**config.mk**
```make
export PLATFORM = sky130hd
export DESIGN_NAME = dmem_store_buffer_flat
export DESIGN_NICKNAME = d
export VERILOG_FILES = /design/src/rtl/dmem_store_buffer_if.sv /design/src/rtl/dmem_store_buffer.sv /design/src/flat_wrapper.sv
export SDC_FILE = /design/constraint.sdc
export NUM_CORES = 1
export LEC_CHECK = 0
export CAP_MARGIN = 20
export CORE_MARGIN = 1.5
export CORE_UTILIZATION = 50
export CTS_CLUSTER_SIZE = 16
export DETAILED_ROUTE_END_ITERATION = 7
export MAX_ROUTING_LAYER = met4
export PLACE_DENSITY = 0.68
export SLEW_MARGIN = 20
export SYNTH_ARGS = -nofsm -noshare
export SYNTH_HDL_FRONTEND = slang
export SYNTH_SLANG_ARGS = --single-unit
```
**constraint.sdc**
```tcl
create_clock -name clk -period 7.2 [get_ports clk]
set_clock_uncertainty 0.1 [all_clocks]
set_input_delay 1.44 -clock clk [delete_from_list [all_inputs] [get_ports clk]]
set_output_delay 1.44 -clock clk [all_outputs]
set_load 0.1 [all_outputs]
```
**src/rtl/dmem_store_buffer_if.sv**
```systemverilog
// Load/store port between the core and the store buffer, plus the handshaked
// backing-memory port. The store buffer itself uses the slave view.
interface dmem_store_buffer_if #(
  parameter int ADDR_W = 9,
  parameter int DATA_W = 32
);
  // Core side
  logic              wr;
  logic              rd;
  logic [ADDR_W-1:0] addr;
  logic [DATA_W-1:0] wr_data;
  logic [DATA_W-1:0] rd_data;
  logic              stall;
  logic              empty;
  logic              full;

  // Backing-memory side
  logic              mem_req;
  logic              mem_we;
  logic [ADDR_W-1:0] mem_addr;
  logic [DATA_W-1:0] mem_wdata;
  logic              mem_ack;
  logic [DATA_W-1:0] mem_rdata;

  modport slave (
    input  wr, rd, addr, wr_data, mem_ack, mem_rdata,
    output rd_data, stall, empty, full, mem_req, mem_we, mem_addr, mem_wdata
  );

  modport master (
    output wr, rd, addr, wr_data, mem_ack, mem_rdata,
    input  rd_data, stall, empty, full, mem_req, mem_we, mem_addr, mem_wdata
  );
endinterface

```
**src/rtl/dmem_store_buffer.sv**
```systemverilog
// Store FIFO between the core load/store port and a handshaked backing memory,
// with youngest-first store-to-load forwarding and a stalling read-miss path.
module dmem_store_buffer #(
  parameter int DATA_W = 32,
  parameter int ADDR_W = 9,
  parameter int DEPTH  = 4
) (
  input logic               clk,
  input logic               reset,
  dmem_store_buffer_if.slave bus
);
  localparam int PTR_W = $clog2(DEPTH);
  localparam int CNT_W = PTR_W + 1;

  typedef enum logic [1:0] {IDLE, DRAIN, READ, RESP} state_t;

  state_t            state, state_nxt;
  logic [ADDR_W-1:0] fifo_addr [DEPTH];
  logic [DATA_W-1:0] fifo_data [DEPTH];
  logic [PTR_W-1:0]  head, tail;
  logic [CNT_W-1:0]  count;
  logic [ADDR_W-1:0] rd_addr_q;
  logic [DATA_W-1:0] rd_data_q;

  logic              empty, full, load, push, pop;
  logic              hit, stall, capture_rd;
  logic [DATA_W-1:0] hit_data, rd_data;
  logic              mem_req, mem_we;
  logic [ADDR_W-1:0] mem_addr;
  logic [DATA_W-1:0] mem_wdata;

  assign empty = (count == '0);
  assign full  = (count == CNT_W'(DEPTH));
  assign load  = bus.rd && !bus.wr;          // a simultaneous store wins
  assign push  = bus.wr && !full;            // full sampled before any same-cycle pop
  assign pop   = (state == DRAIN) && bus.mem_ack;

  // Walk oldest to youngest so the last match left standing is the youngest.
  // NOTE: every always_comb output gets a default first so no latch is inferred.
  always_comb begin
    hit      = 1'b0;
    hit_data = '0;
    for (int i = 0; i < DEPTH; i++) begin
      if (CNT_W'(i) < count && fifo_addr[head + PTR_W'(i)] == bus.addr) begin
        hit      = 1'b1;
        hit_data = fifo_data[head + PTR_W'(i)];
      end
    end
  end

  always_comb begin
    state_nxt  = state;
    stall      = bus.wr && full;
    capture_rd = 1'b0;
    rd_data    = rd_data_q;
    mem_req    = 1'b0;
    mem_we     = 1'b0;
    mem_addr   = '0;
    mem_wdata  = '0;
    case (state)
      IDLE: begin
        if (load && !hit) begin
          stall      = 1'b1;
          capture_rd = 1'b1;
          state_nxt  = READ;
        end else begin
          if (load) rd_data = hit_data;
          if (!empty) state_nxt = DRAIN;
        end
      end
      DRAIN: begin
        mem_req   = 1'b1;
        mem_we    = 1'b1;
        mem_addr  = fifo_addr[head];
        mem_wdata = fifo_data[head];
        if (load) begin
          if (hit) rd_data = hit_data;
          else     stall   = 1'b1;
        end
        if (bus.mem_ack) state_nxt = IDLE;
      end
      READ: begin
        mem_req  = 1'b1;
        mem_addr = rd_addr_q;
        stall    = 1'b1;
        if (bus.mem_ack) state_nxt = RESP;
      end
      RESP:    state_nxt = IDLE;
      default: state_nxt = IDLE;
    endcase
  end

  // NOTE: sequential state uses non-blocking assignments so every register
  // samples pre-edge values regardless of block ordering.
  always_ff @(posedge clk or negedge reset) begin
    if (!reset) begin
      state     <= IDLE;
      head      <= '0;
      tail      <= '0;
      count     <= '0;
      rd_addr_q <= '0;
      rd_data_q <= '0;
    end else begin
      state <= state_nxt;
      if (push) tail <= tail + PTR_W'(1);
      if (pop)  head <= head + PTR_W'(1);
      count <= count + CNT_W'(push) - CNT_W'(pop);
      if (capture_rd) rd_addr_q <= bus.addr;
      if (state == READ && bus.mem_ack) rd_data_q <= bus.mem_rdata;
      else                              rd_data_q <= rd_data;
    end
  end

  // NOTE: the entry storage has no reset; an entry is only visible while the
  // count covers it, so clearing the pointers is enough.
  always_ff @(posedge clk) begin
    if (push) begin
      fifo_addr[tail] <= bus.addr;
      fifo_data[tail] <= bus.wr_data;
    end
  end

  assign bus.rd_data   = rd_data;
  assign bus.stall     = stall;
  assign bus.empty     = empty;
  assign bus.full      = full;
  assign bus.mem_req   = mem_req;
  assign bus.mem_we    = mem_we;
  assign bus.mem_addr  = mem_addr;
  assign bus.mem_wdata = mem_wdata;
endmodule

```
**src/flat_wrapper.sv**
```systemverilog
// flat-port wrapper written by rule: the top's interface ports become plain ports
module dmem_store_buffer_flat 
#(
  parameter int DATA_W = 32,
  parameter int ADDR_W = 9,
  parameter int DEPTH  = 4
)
  (clk, reset, bus_wr, bus_rd, bus_addr, bus_wr_data, bus_mem_ack, bus_mem_rdata, bus_rd_data, bus_stall, bus_empty, bus_full, bus_mem_req, bus_mem_we, bus_mem_addr, bus_mem_wdata);
  dmem_store_buffer_if #(.ADDR_W(ADDR_W), .DATA_W(DATA_W)) bus_i ();
  input logic clk;
  input logic reset;
  input wire logic [$bits(bus_i.wr)-1:0] bus_wr;
  input wire logic [$bits(bus_i.rd)-1:0] bus_rd;
  input wire logic [$bits(bus_i.addr)-1:0] bus_addr;
  input wire logic [$bits(bus_i.wr_data)-1:0] bus_wr_data;
  input wire logic [$bits(bus_i.mem_ack)-1:0] bus_mem_ack;
  input wire logic [$bits(bus_i.mem_rdata)-1:0] bus_mem_rdata;
  output wire logic [$bits(bus_i.rd_data)-1:0] bus_rd_data;
  output wire logic [$bits(bus_i.stall)-1:0] bus_stall;
  output wire logic [$bits(bus_i.empty)-1:0] bus_empty;
  output wire logic [$bits(bus_i.full)-1:0] bus_full;
  output wire logic [$bits(bus_i.mem_req)-1:0] bus_mem_req;
  output wire logic [$bits(bus_i.mem_we)-1:0] bus_mem_we;
  output wire logic [$bits(bus_i.mem_addr)-1:0] bus_mem_addr;
  output wire logic [$bits(bus_i.mem_wdata)-1:0] bus_mem_wdata;
  assign bus_i.wr = bus_wr;
  assign bus_i.rd = bus_rd;
  assign bus_i.addr = bus_addr;
  assign bus_i.wr_data = bus_wr_data;
  assign bus_i.mem_ack = bus_mem_ack;
  assign bus_i.mem_rdata = bus_mem_rdata;
  assign bus_rd_data = bus_i.rd_data;
  assign bus_stall = bus_i.stall;
  assign bus_empty = bus_i.empty;
  assign bus_full = bus_i.full;
  assign bus_mem_req = bus_i.mem_req;
  assign bus_mem_we = bus_i.mem_we;
  assign bus_mem_addr = bus_i.mem_addr;
  assign bus_mem_wdata = bus_i.mem_wdata;
  dmem_store_buffer #(.DATA_W(DATA_W), .ADDR_W(ADDR_W), .DEPTH(DEPTH)) u_core (.clk(clk), .reset(reset), .bus(bus_i));
endmodule
```
==> results of run 1 <==
[cells in the mapped netlist, types with 2 or more instances]
master	instances
sky130_fd_sc_hd__buf_4	9
sky130_fd_sc_hd__o21bai_1	2
sky130_fd_sc_hd__o211a_1	33
sky130_fd_sc_hd__nand3_1	3
sky130_fd_sc_hd__and2_1	6
sky130_fd_sc_hd__nand4_1	89
sky130_fd_sc_hd__o2111ai_1	8
sky130_fd_sc_hd__o22ai_1	2
sky130_fd_sc_hd__a311o_1	56
sky130_fd_sc_hd__mux4_2	15
sky130_fd_sc_hd__a211oi_1	66
sky130_fd_sc_hd__o221ai_2	2
sky130_fd_sc_hd__a22oi_1	8
sky130_fd_sc_hd__xnor2_1	28
sky130_fd_sc_hd__dfrtp_1	50
sky130_fd_sc_hd__buf_1	19
sky130_fd_sc_hd__nor3_1	92
sky130_fd_sc_hd__o21ai_0	33
sky130_fd_sc_hd__o31ai_1	2
sky130_fd_sc_hd__ha_1	12
sky130_fd_sc_hd__edfxtp_1	164
sky130_fd_sc_hd__a32oi_1	2
sky130_fd_sc_hd__buf_2	44
sky130_fd_sc_hd__nand2_1	141
sky130_fd_sc_hd__mux2i_1	142
sky130_fd_sc_hd__xor2_1	16
sky130_fd_sc_hd__mux2_1	10
sky130_fd_sc_hd__clkbuf_1	78
sky130_fd_sc_hd__nand3b_1	8
sky130_fd_sc_hd__nor4_2	2
sky130_fd_sc_hd__nand2b_1	4
sky130_fd_sc_hd__nor4_1	5
sky130_fd_sc_hd__buf_6	6
sky130_fd_sc_hd__o32ai_1	30
sky130_fd_sc_hd__nor2b_1	14
sky130_fd_sc_hd__mux2_2	34
sky130_fd_sc_hd__inv_1	43
sky130_fd_sc_hd__nor2_1	42
sky130_fd_sc_hd__a31oi_1	36
[final timing paths]
check                                                 from                              end  slack [ns]  cells past startpoint
min in group asynchronous                            reset  u_core.rd_addr_q[1]$_DFFE_PN0P_        0.93                      2
max                                            bus_addr[8]                  bus_rd_data[13]        0.64                     10
max reg2reg                     u_core.head[1]$_DFFE_PN0P_  u_core.rd_addr_q[7]$_DFFE_PN0P_        2.66                     10
max in group asynchronous                            reset       u_core.head[0]$_DFFE_PN0P_        5.53                      2
min                        u_core.rd_addr_q[3]$_DFFE_PN0P_  u_core.rd_addr_q[3]$_DFFE_PN0P_        0.39                      1
min reg2reg                u_core.rd_addr_q[3]$_DFFE_PN0P_  u_core.rd_addr_q[3]$_DFFE_PN0P_        0.39                      1
[flip-flops by register name, indices dropped and copies added (netlist names)]
register,cells
u_core.head,2
u_core.tail,2
u_core.count,3
u_core.rd_data_q,32
u_core.fifo_data,128
u_core.fifo_addr,36
u_core.state,2
u_core.rd_addr_q,9
[logic make-up after synthesis]
| kind of cell | after synthesis |
|---|---|
| compound gates | 289 |
| xor+xnor | 44 |
| fa+ha+maj | 13 |
| buf+inv | 199 |
| flops | 214 |
| mux | 201 |
| simple gates | 409 |
[layout make-up]
cell class | count | area, um^2 | area share [%]
multi-input cells | 956 | 7279 | 42.41
flip-flops and latches | 214 | 6183 | 36.03
repair buffers | 197 | 2192 | 12.77
clock buffers | 27 | 643.1 | 3.747
well taps | 378 | 473.0 | 2.756
clock inverters | 18 | 227.7 | 1.327
inverters | 43 | 161.4 | 0.9404
diodes | 1 | 2.502 | 0.01458
[critical path, delay by kind of cell]
| kind | cells | cell delay [ns] |
|---|---|---|
| XOR/XNOR | 1 | 0.29 |
| buffers and inverters | 3 | 1.15 |
| AO/OA/AOI/OAI | 3 | 1.05 |
| AND/OR/NAND/NOR | 3 | 1.07 |
[metal layers]
| metal | GRT usage (%) | vias to the layer above | part of all wire, % |
|---|---|---|---|
| li1 | - | 5447 | - |
| met1 | 43.28 | 5939 | 45 |
| met2 | 44.43 | 663 | 43 |
| met3 | 5.545 | 71 | 10 |
| met4 | 6.163 | 0 | 1.9 |
| met5 | - | - | 0 |
[through the flow]
step,std cells,worst slack [ns]
final,1834,0.6421
after global routing,1833,0.4683
after floorplan,1369,1.082
after CTS,1833,0.7468
after detailed placement,1788,0.7417
after global placement,1788,0.7866
==> run_results.csv, run 1 <==
group,metric,value,unit
outcome,outcome,"finished clean",
sta,actual_slew_at_the_worst_max_slew_pin,1.040,ns
setup_path,type_of_origin_of_the_critical_path,"input pin",
synth,netlist-cell-type-count,52,
clocking,cts-buffers-inserted,25,
synth,synth_seq_cells,214,
synth,synthMuxAreaShare,15.83,%
final_layout,flow.area_growth_from_synthesis,20.53,%
synth,syn_area,0.01424,mm^2
sta,final.period_utilization,91.08,%
floorplanning,initial_core_util,50.98,%
final_layout,layout_commonest_cell,"sky130_fd_sc_hd__edfxtp_1",
synth,syn_area_per_cell,10.40,um^2
final_layout,post_route_cells_drive_above_1_share,13.33,%
setup_path,cp_max_fo,32,
placed_design,placement.cell_area,0.01628,mm^2
floorplanning,design.die.area,0.02950,mm^2
route,route.final.wire_length,43.02,mm
synth,yosys.area_share.xor_xnor,2.706,%
synth,synth_top_flop_cell,"sky130_fd_sc_hd__edfxtp_1",
sta,setup_viol,0,
sta,grt_setup_unrepaired,"false",
clocking,h_tree_depth_reported_by_cts,1,
setup_path,cells_along_the_critical_path,"clkdlybuf4s50_1 > xor2_1 > nor4_1 > o21ai_4 > buf_4 > nor2_1 > o31a_4 > o2111ai_1 > nand2_1 > buf_12",
synth,synthesis.instances,1369,
route,wire_length_per_cell_after_detailed_routing,23.46,um
grt,globalRouteOverflowTotal,0,
clocking,tritoncts,"built",
floorplanning,die_width,171.8,um
setup_path,critPathMaxStageDelay,0.69,ns
sta,timing.final.max_slew_violations,0,
synth,synth_simple_gate_area_share,14.18,%
setup_path,critPathArrivalTime,5.02,ns
route,drt_iter0_drc,1679,
setup_path,timing.setup.critical_path_class,"input pin to output pin",
grt,grt_first_pass_wirelength,66.50,mm
final_layout,most-common-layout-cells,"sky130_fd_sc_hd__edfxtp_1 (164), sky130_fd_sc_hd__mux2i_1 (140), sky130_fd_sc_hd__nand2_1 (140)",
route,drtPass1Iterations,5,
clocking,hold_buffers,0,
clocking,post_cts.repair.setup_buffers,0,
synth,synthArstFlopShare,23.36,%
sta,hold_viol_final,0,
synth,synth_top_area_cell,"sky130_fd_sc_hd__edfxtp_1",
setup_path,worst_path_max_delay_cell,"sky130_fd_sc_hd__clkdlybuf4s50_1",
setup_path,kind_of_capture_point_of_the_worst_setup_path,"output pin",
job,cap_violations,0,
clocking,worst_setup_hold_path_clk_slew,0.05,ns
grt,first_global_vias,11400,
floorplanning,fp.dieH,171.8,um
clocking,worst_case_clock_buffer_depth,3,
route,drt-vias-per-instance,6.609,
grt,grt_max_degree,65,
synth,synth-compound-area-share,16.53,%
sta,maximum_operating_frequency,152.5,MHz
sta,post-route-min-period,6.558,ns
setup_path,endpoint_required_time_on_the_critical_path,5.66,ns
clocking,cts_resized,0,
synth,synth.top_cell.area_share,34.58,%
placed_design,finalWeightedCongestion,0.8932,
worst_hold_path,worst_hold_path_type,"flop to flop",
sta,worst_hold_slack,0.3896,ns
clocking,clock_tree.root_cell,"sky130_fd_sc_hd__clkbuf_16",
placed_design,place.port_buffers,155,
final_layout,final_core_util,61.44,%
clocking,clk-insertion-delay-late,0.53,ns
synth,synthesis.yosys.warnings,0,
grt,antenna_violations_before_repair,0,
synth,synth_top_family_by_area,"compound AO/OA/AOI/OAI gates",
synth,synth_area_leaders,"sky130_fd_sc_hd__edfxtp_1 (35%), sky130_fd_sc_hd__mux2i_1 (10%), sky130_fd_sc_hd__dfrtp_1 (8.8%)",
grt,global_route.usage.total,30.08,%
synth,synth_enable_flop_cells,164,
floorplanning,num_rows,61,
final_layout,final_net_count,1528,
final_layout,fill_cell_count,2309,
route,final_antenna_violating_net_count,0,
floorplanning,top_level_ports,156,
floorplanning,fp.coreArea,0.02793,mm^2
placed_design,hpwlAfterDp,27.81,mm
clocking,cts_num_sinks,214,
sta,setup_total_negative_slack,0,ns
route,drcViolationCount,0,
route,detailroute.via_count,12120,
synth,share_of_synthesized_area_occupied_by_flip_flops_and_latches,43.37,%
sta,relative_max_transition_margin,30.42,%
synth,syn_nets,1460,
synth,synth-adder-area-share,1.195,%
final_layout,design_area,0.01716,mm^2
Power of run 1 is not shown: default switching activity piles up to over one toggle a cycle in this logic, so the estimate is an artifact.
==> inputs of run 2 (changes only) <==
- CORE_MARGIN: 1.5 -> default
==> run_results.csv, run 2 (synthesis results as in run 1) <==
group,metric,value,unit
setup_path,timing.setup.critical_path_class,"input pin to output pin",
floorplanning,fp.dieH,170.8,um
route,drt-vias-per-instance,6.569,
final_layout,largestRegisters,"u_core.fifo_data (128), u_core.fifo_addr (36), u_core.rd_data_q (32)",
worst_hold_path,worst_hold_path_type,"flop to flop",
final_layout,final_net_count,1528,
sta,final.period_utilization,92.02,%
final_layout,number_of_flip_flops_under_the_largest_register_name,128,
floorplanning,top_level_ports,156,
placed_design,hpwlAfterDp,26.83,mm
setup_path,endpoint_required_time_on_the_critical_path,5.66,ns
sta,grt_setup_unrepaired,"false",
grt,globalRouteOverflowTotal,0,
clocking,hold_buffers,0,
clocking,post_cts.repair.setup_buffers,0,
grt,global_route.usage.total,29.44,%
grt,grt_max_degree,67,
clocking,cts_resized,0,
placed_design,place.port_buffers,155,
sta,relative_max_transition_margin,32.44,%
placed_design,finalWeightedCongestion,0.8764,
clocking,clock_tree.root_cell,"sky130_fd_sc_hd__clkbuf_16",
setup_path,cp_max_fo,32,
grt,grt-busiest-layer,"met1",
sta,maximum_operating_frequency,150.9,MHz
sta,setup_viol,0,
clocking,tritoncts,"built",
grt,antenna_violations_before_repair,0,
route,route.final.wire_length,42.10,mm
setup_path,kind_of_capture_point_of_the_worst_setup_path,"output pin",
clocking,worst_setup_hold_path_clk_slew,0.05,ns
floorplanning,num_rows,61,
setup_path,type_of_origin_of_the_critical_path,"input pin",
job,cap_violations,0,
clocking,cts-buffers-inserted,25,
route,drcViolationCount,0,
floorplanning,design.die.area,0.02916,mm^2
setup_path,critPathArrivalTime,5.09,ns
floorplanning,initial_core_util,50.98,%
route,final_antenna_violating_net_count,0,
final_layout,flow.area_growth_from_synthesis,20.36,%
final_layout,n_antenna_cell,0,
final_layout,largest_reg_by_ff_count,"u_core.fifo_data",
worst_hold_path,hold_path.startpoint,"u_core.rd_addr_q[6]$_DFFE_PN0P_",
route,drtPass1Iterations,6,
grt,grtUsageMet3,6.662,%
sta,timing.final.max_slew_violations,0,
setup_path,timing.reg2reg.setup_slack,2.59,ns
sta,post-route-min-period,6.625,ns
grt,met1_track_demand_over_resource,42.54,%
clocking,worst_case_clock_buffer_depth,3,
sta,actual_slew_at_the_worst_max_slew_pin,1.010,ns
setup_path,timing.critical_path.from,"bus_addr[8]",
grt,grt.met2_usage,42.22,%
route,drt_iter0_drc,1666,
route,detailroute.via_count,12040,
floorplanning,fp.coreArea,0.02793,mm^2
clocking,clk-insertion-delay-late,0.53,ns
final_layout,most-common-layout-cells,"sky130_fd_sc_hd__edfxtp_1 (164), sky130_fd_sc_hd__mux2i_1 (140), sky130_fd_sc_hd__nand2_1 (140)",
setup_path,r2r_start,"u_core.head[1]$_DFFE_PN0P_",
final_layout,layout_commonest_cell,"sky130_fd_sc_hd__edfxtp_1",
grt,first_global_vias,11100,
route,wire_length_per_cell_after_detailed_routing,22.97,um
grt,grt_first_pass_wirelength,64.74,mm
clocking,cts_num_sinks,214,
floorplanning,die_width,170.8,um
final_layout,post_route_cells_drive_above_1_share,12.92,%
outcome,outcome,"finished clean",
sta,hold_viol_final,0,
clocking,h_tree_depth_reported_by_cts,1,
sta,setup_total_negative_slack,0,ns
==> run 2: cell types whose count changed in the layout (fill, tap and decap cells not counted), sizes merged <==
cell / change
clkinvlp: -5
bufinv: -1
diode: -1
clkbuf: +6
==> run 2: stage by stage <==
| step | setup WS, ns | hold slack [ns] | instance area (um^2) | utilization, % | instances |
|---|---|---|---|---|---|
| floorplan | 1.082 | 0.3588 | 14240 | - | 1369 |
| global placement | 0.8117 | 0.3687 | 16310 | 58.38 | 1788 |
| detailed placement | 0.7340 | 0.3779 | 16310 | 58.38 | 1788 |
| CTS | 0.7523 | 0.3930 | 17140 | 61.35 | 1833 |
| global route | 0.4713 | 0.4048 | 17140 | 61.35 | 1833 |
| finish | 0.5747 | 0.3905 | 17140 | 61.35 | 1833 |
==> run 2: worst max-delay path, stage by stage <==
cell and delay (ns):
sky130_fd_sc_hd__clkdlybuf4s50_1 0.67, sky130_fd_sc_hd__xor2_1 0.28, sky130_fd_sc_hd__nor4_1 0.47, sky130_fd_sc_hd__o21ai_4 0.15, sky130_fd_sc_hd__buf_4 0.27, sky130_fd_sc_hd__nor2_1 0.36
sky130_fd_sc_hd__o31a_4 0.48, sky130_fd_sc_hd__o2111ai_1 0.48, sky130_fd_sc_hd__nand2_1 0.26, sky130_fd_sc_hd__buf_12 0.19
==> run 2: worst paths after layout <==
kind                                              endpoint  depth (start not counted)
max in group asynchronous       u_core.head[0]$_DFFE_PN0P_                          2
hold / removal             u_core.rd_addr_q[6]$_DFFE_PN0P_                          1
setup / recovery                           bus_rd_data[13]                         10
min in group asynchronous  u_core.rd_addr_q[5]$_DFFE_PN0P_                          2
hold reg to reg            u_core.rd_addr_q[6]$_DFFE_PN0P_                          1
setup reg to reg           u_core.rd_addr_q[1]$_DFFE_PN0P_                          9
==> run 2: metal layers <==
layer	routed length, um	up-vias
li1	-	5441
met1	18670	5813
met2	18080	720
met3	4628	67
met4	720	0
met5	0	-
==> run 2: cell type report <==
class / instances / area [um^2]
clock inverter: 12 / 163.9
clock buffer: 33 / 665.6
sequential: 214 / 6183
timing repair buffer: 197 / 2217
fill: 2295 / 10800
inverter: 43 / 161.4
tap: 378 / 473.0
multi-input combinational: 956 / 7274
Power of run 2 is left out for the same reason.
==> inputs of run 3 (changes only) <==
- HOLD_SLACK_MARGIN: default -> 0.03
- clock period: 7.2 -> 8.5 ns (I/O delays scaled with it)
==> run_results.csv, run 3 (synthesis results as in run 1) <==
group,metric,value,unit
clocking,worst_setup_hold_path_clk_slew,0.06,ns
route,final_antenna_violating_net_count,0,
sta,grt_setup_unrepaired,"false",
sta,final.period_utilization,91.08,%
setup_path,cells_along_the_critical_path,"clkdlybuf4s50_1 > xnor2_1 > nor4_2 > mux2i_4 > buf_4 > o221ai_2 > buf_4 > a311o_1 > nand4_1 > nand2_1 > buf_4",
worst_hold_path,worst_hold_path_type,"flop to flop",
clocking,cts_num_sinks,214,
setup_path,type_of_origin_of_the_critical_path,"input pin",
setup_path,kind_of_capture_point_of_the_worst_setup_path,"output pin",
final_layout,post_route_cells_drive_above_1_share,12.54,%
final_layout,design_area,0.01657,mm^2
grt,globalRouteOverflowTotal,0,
sta,timing.final.max_slew_violations,0,
placed_design,placement.cell_area,0.01578,mm^2
placed_design,hpwlAfterDp,26.76,mm
floorplanning,fp.coreArea,0.02793,mm^2
final_layout,largest_reg_by_ff_count,"u_core.fifo_data",
route,detailroute.via_count,12080,
sta,relative_max_transition_margin,32.08,%
placed_design,place.port_buffers,155,
sta,setup_total_negative_slack,0,ns
setup_path,critPathMaxStageDelay,0.77,ns
clocking,worst_case_clock_buffer_depth,3,
floorplanning,top_level_ports,156,
sta,setup_viol,0,
route,wire_length_per_cell_after_detailed_routing,23.41,um
clocking,post_cts.repair.setup_buffers,0,
setup_path,critPathArrivalTime,5.94,ns
floorplanning,fp.dieH,170.8,um
final_layout,fill_cell_count,2344,
sta,post-route-min-period,7.742,ns
route,drcViolationCount,0,
outcome,outcome,"finished clean",
setup_path,cp_max_fo,23,
floorplanning,initial_core_util,50.98,%
route,drtPass1Iterations,6,
setup_path,timing.setup.critical_path_class,"input pin to output pin",
final_layout,flow.area_growth_from_synthesis,16.37,%
clocking,h_tree_depth_reported_by_cts,1,
setup_path,endpoint_required_time_on_the_critical_path,6.70,ns
grt,global_route.usage.total,29.89,%
floorplanning,design.die.area,0.02916,mm^2
sta,maximum_operating_frequency,129.2,MHz
final_layout,most-common-layout-cells,"sky130_fd_sc_hd__edfxtp_1 (164), sky130_fd_sc_hd__mux2i_1 (140), sky130_fd_sc_hd__nand2_1 (140)",
final_layout,layout_commonest_cell,"sky130_fd_sc_hd__edfxtp_1",
placed_design,finalWeightedCongestion,0.8324,
final_layout,n_antenna_cell,0,
floorplanning,num_rows,61,
setup_path,critical_path.n_buffers_inverters,4,
final_layout,largestRegisters,"u_core.fifo_data (128), u_core.fifo_addr (36), u_core.rd_data_q (32)",
sta,hold_viol_final,0,
setup_path,critical-path-top-cell-by-count,"sky130_fd_sc_hd__buf_4",
grt,first_global_vias,11240,
final_layout,number_of_flip_flops_under_the_largest_register_name,128,
route,route.final.wire_length,42.62,mm
clocking,cts-buffers-inserted,25,
grt,grt_max_degree,77,
grt,antenna_violations_before_repair,0,
clocking,clock_tree.root_cell,"sky130_fd_sc_hd__clkbuf_16",
setup_path,worst_path_max_delay_cell,"sky130_fd_sc_hd__clkdlybuf4s50_1",
grt,grt_first_pass_wirelength,65.23,mm
sta,actual_slew_at_the_worst_max_slew_pin,1.016,ns
clocking,cts_resized,0,
final_layout,final_net_count,1516,
clocking,tritoncts,"built",
clocking,hold_buffers,0,
route,drt_iter0_drc,1578,
setup_path,path_delay_family,"buffers and inverters",
clocking,clk-insertion-delay-late,0.53,ns
sta,worst_hold_slack,0.3912,ns
job,cap_violations,0,
floorplanning,die_width,170.8,um
route,drt-vias-per-instance,6.634,
run 3: through the flow:
stage | std cells | worst slack, ns | util (%)
4_1_cts | 1821 | 0.8687 | 59.29
6_report | 1821 | 0.7580 | 59.32
3_3_place_gp | 1776 | 0.8741 | 56.49
2_1_floorplan | 1369 | 1.862 | -
3_5_place_dp | 1776 | 0.8811 | 56.49
5_1_grt | 1821 | 0.5399 | 59.32
run 3: final timing paths:
| check | start | endpoint | slack [ns] | cells after the start |
|---|---|---|---|---|
| max | bus_addr[0] | bus_rd_data[27] | 0.76 | 11 |
| min | u_core.rd_addr_q[8]$_DFFE_PN0P_ | u_core.rd_addr_q[8]$_DFFE_PN0P_ | 0.39 | 1 |
| max reg2reg | u_core.head[1]$_DFFE_PN0P_ | u_core.rd_data_q[31]$_DFF_PN0_ | 3.33 | 10 |
| min reg2reg | u_core.rd_addr_q[8]$_DFFE_PN0P_ | u_core.rd_addr_q[8]$_DFFE_PN0P_ | 0.39 | 1 |
| max in group asynchronous | reset | u_core.head[0]$_DFFE_PN0P_ | 6.55 | 2 |
| min in group asynchronous | reset | u_core.rd_addr_q[5]$_DFFE_PN0P_ | 1.20 | 2 |
run 3: cell type report:
| class | instances | area, um^2 | area share (%) |
|---|---|---|---|
| Timing Repair Buffer | 185 | 1693 | 10.22 |
| Tap cell | 378 | 473.0 | 2.854 |
| Sequential cell | 214 | 6183 | 37.31 |
| Multi-Input combinational cell | 956 | 7279 | 43.93 |
| Clock buffer | 28 | 656.9 | 3.964 |
| Inverter | 43 | 161.4 | 0.9740 |
| Clock inverter | 17 | 123.9 | 0.7475 |
run 3: layer usage:
metal,GRT usage [%],share of wire (%)
met2,43.05,43
met1,42.33,44
met4,7.795,2.1
met5,-,0
met3,6.708,11
Power of run 3 is left out for the same reason.
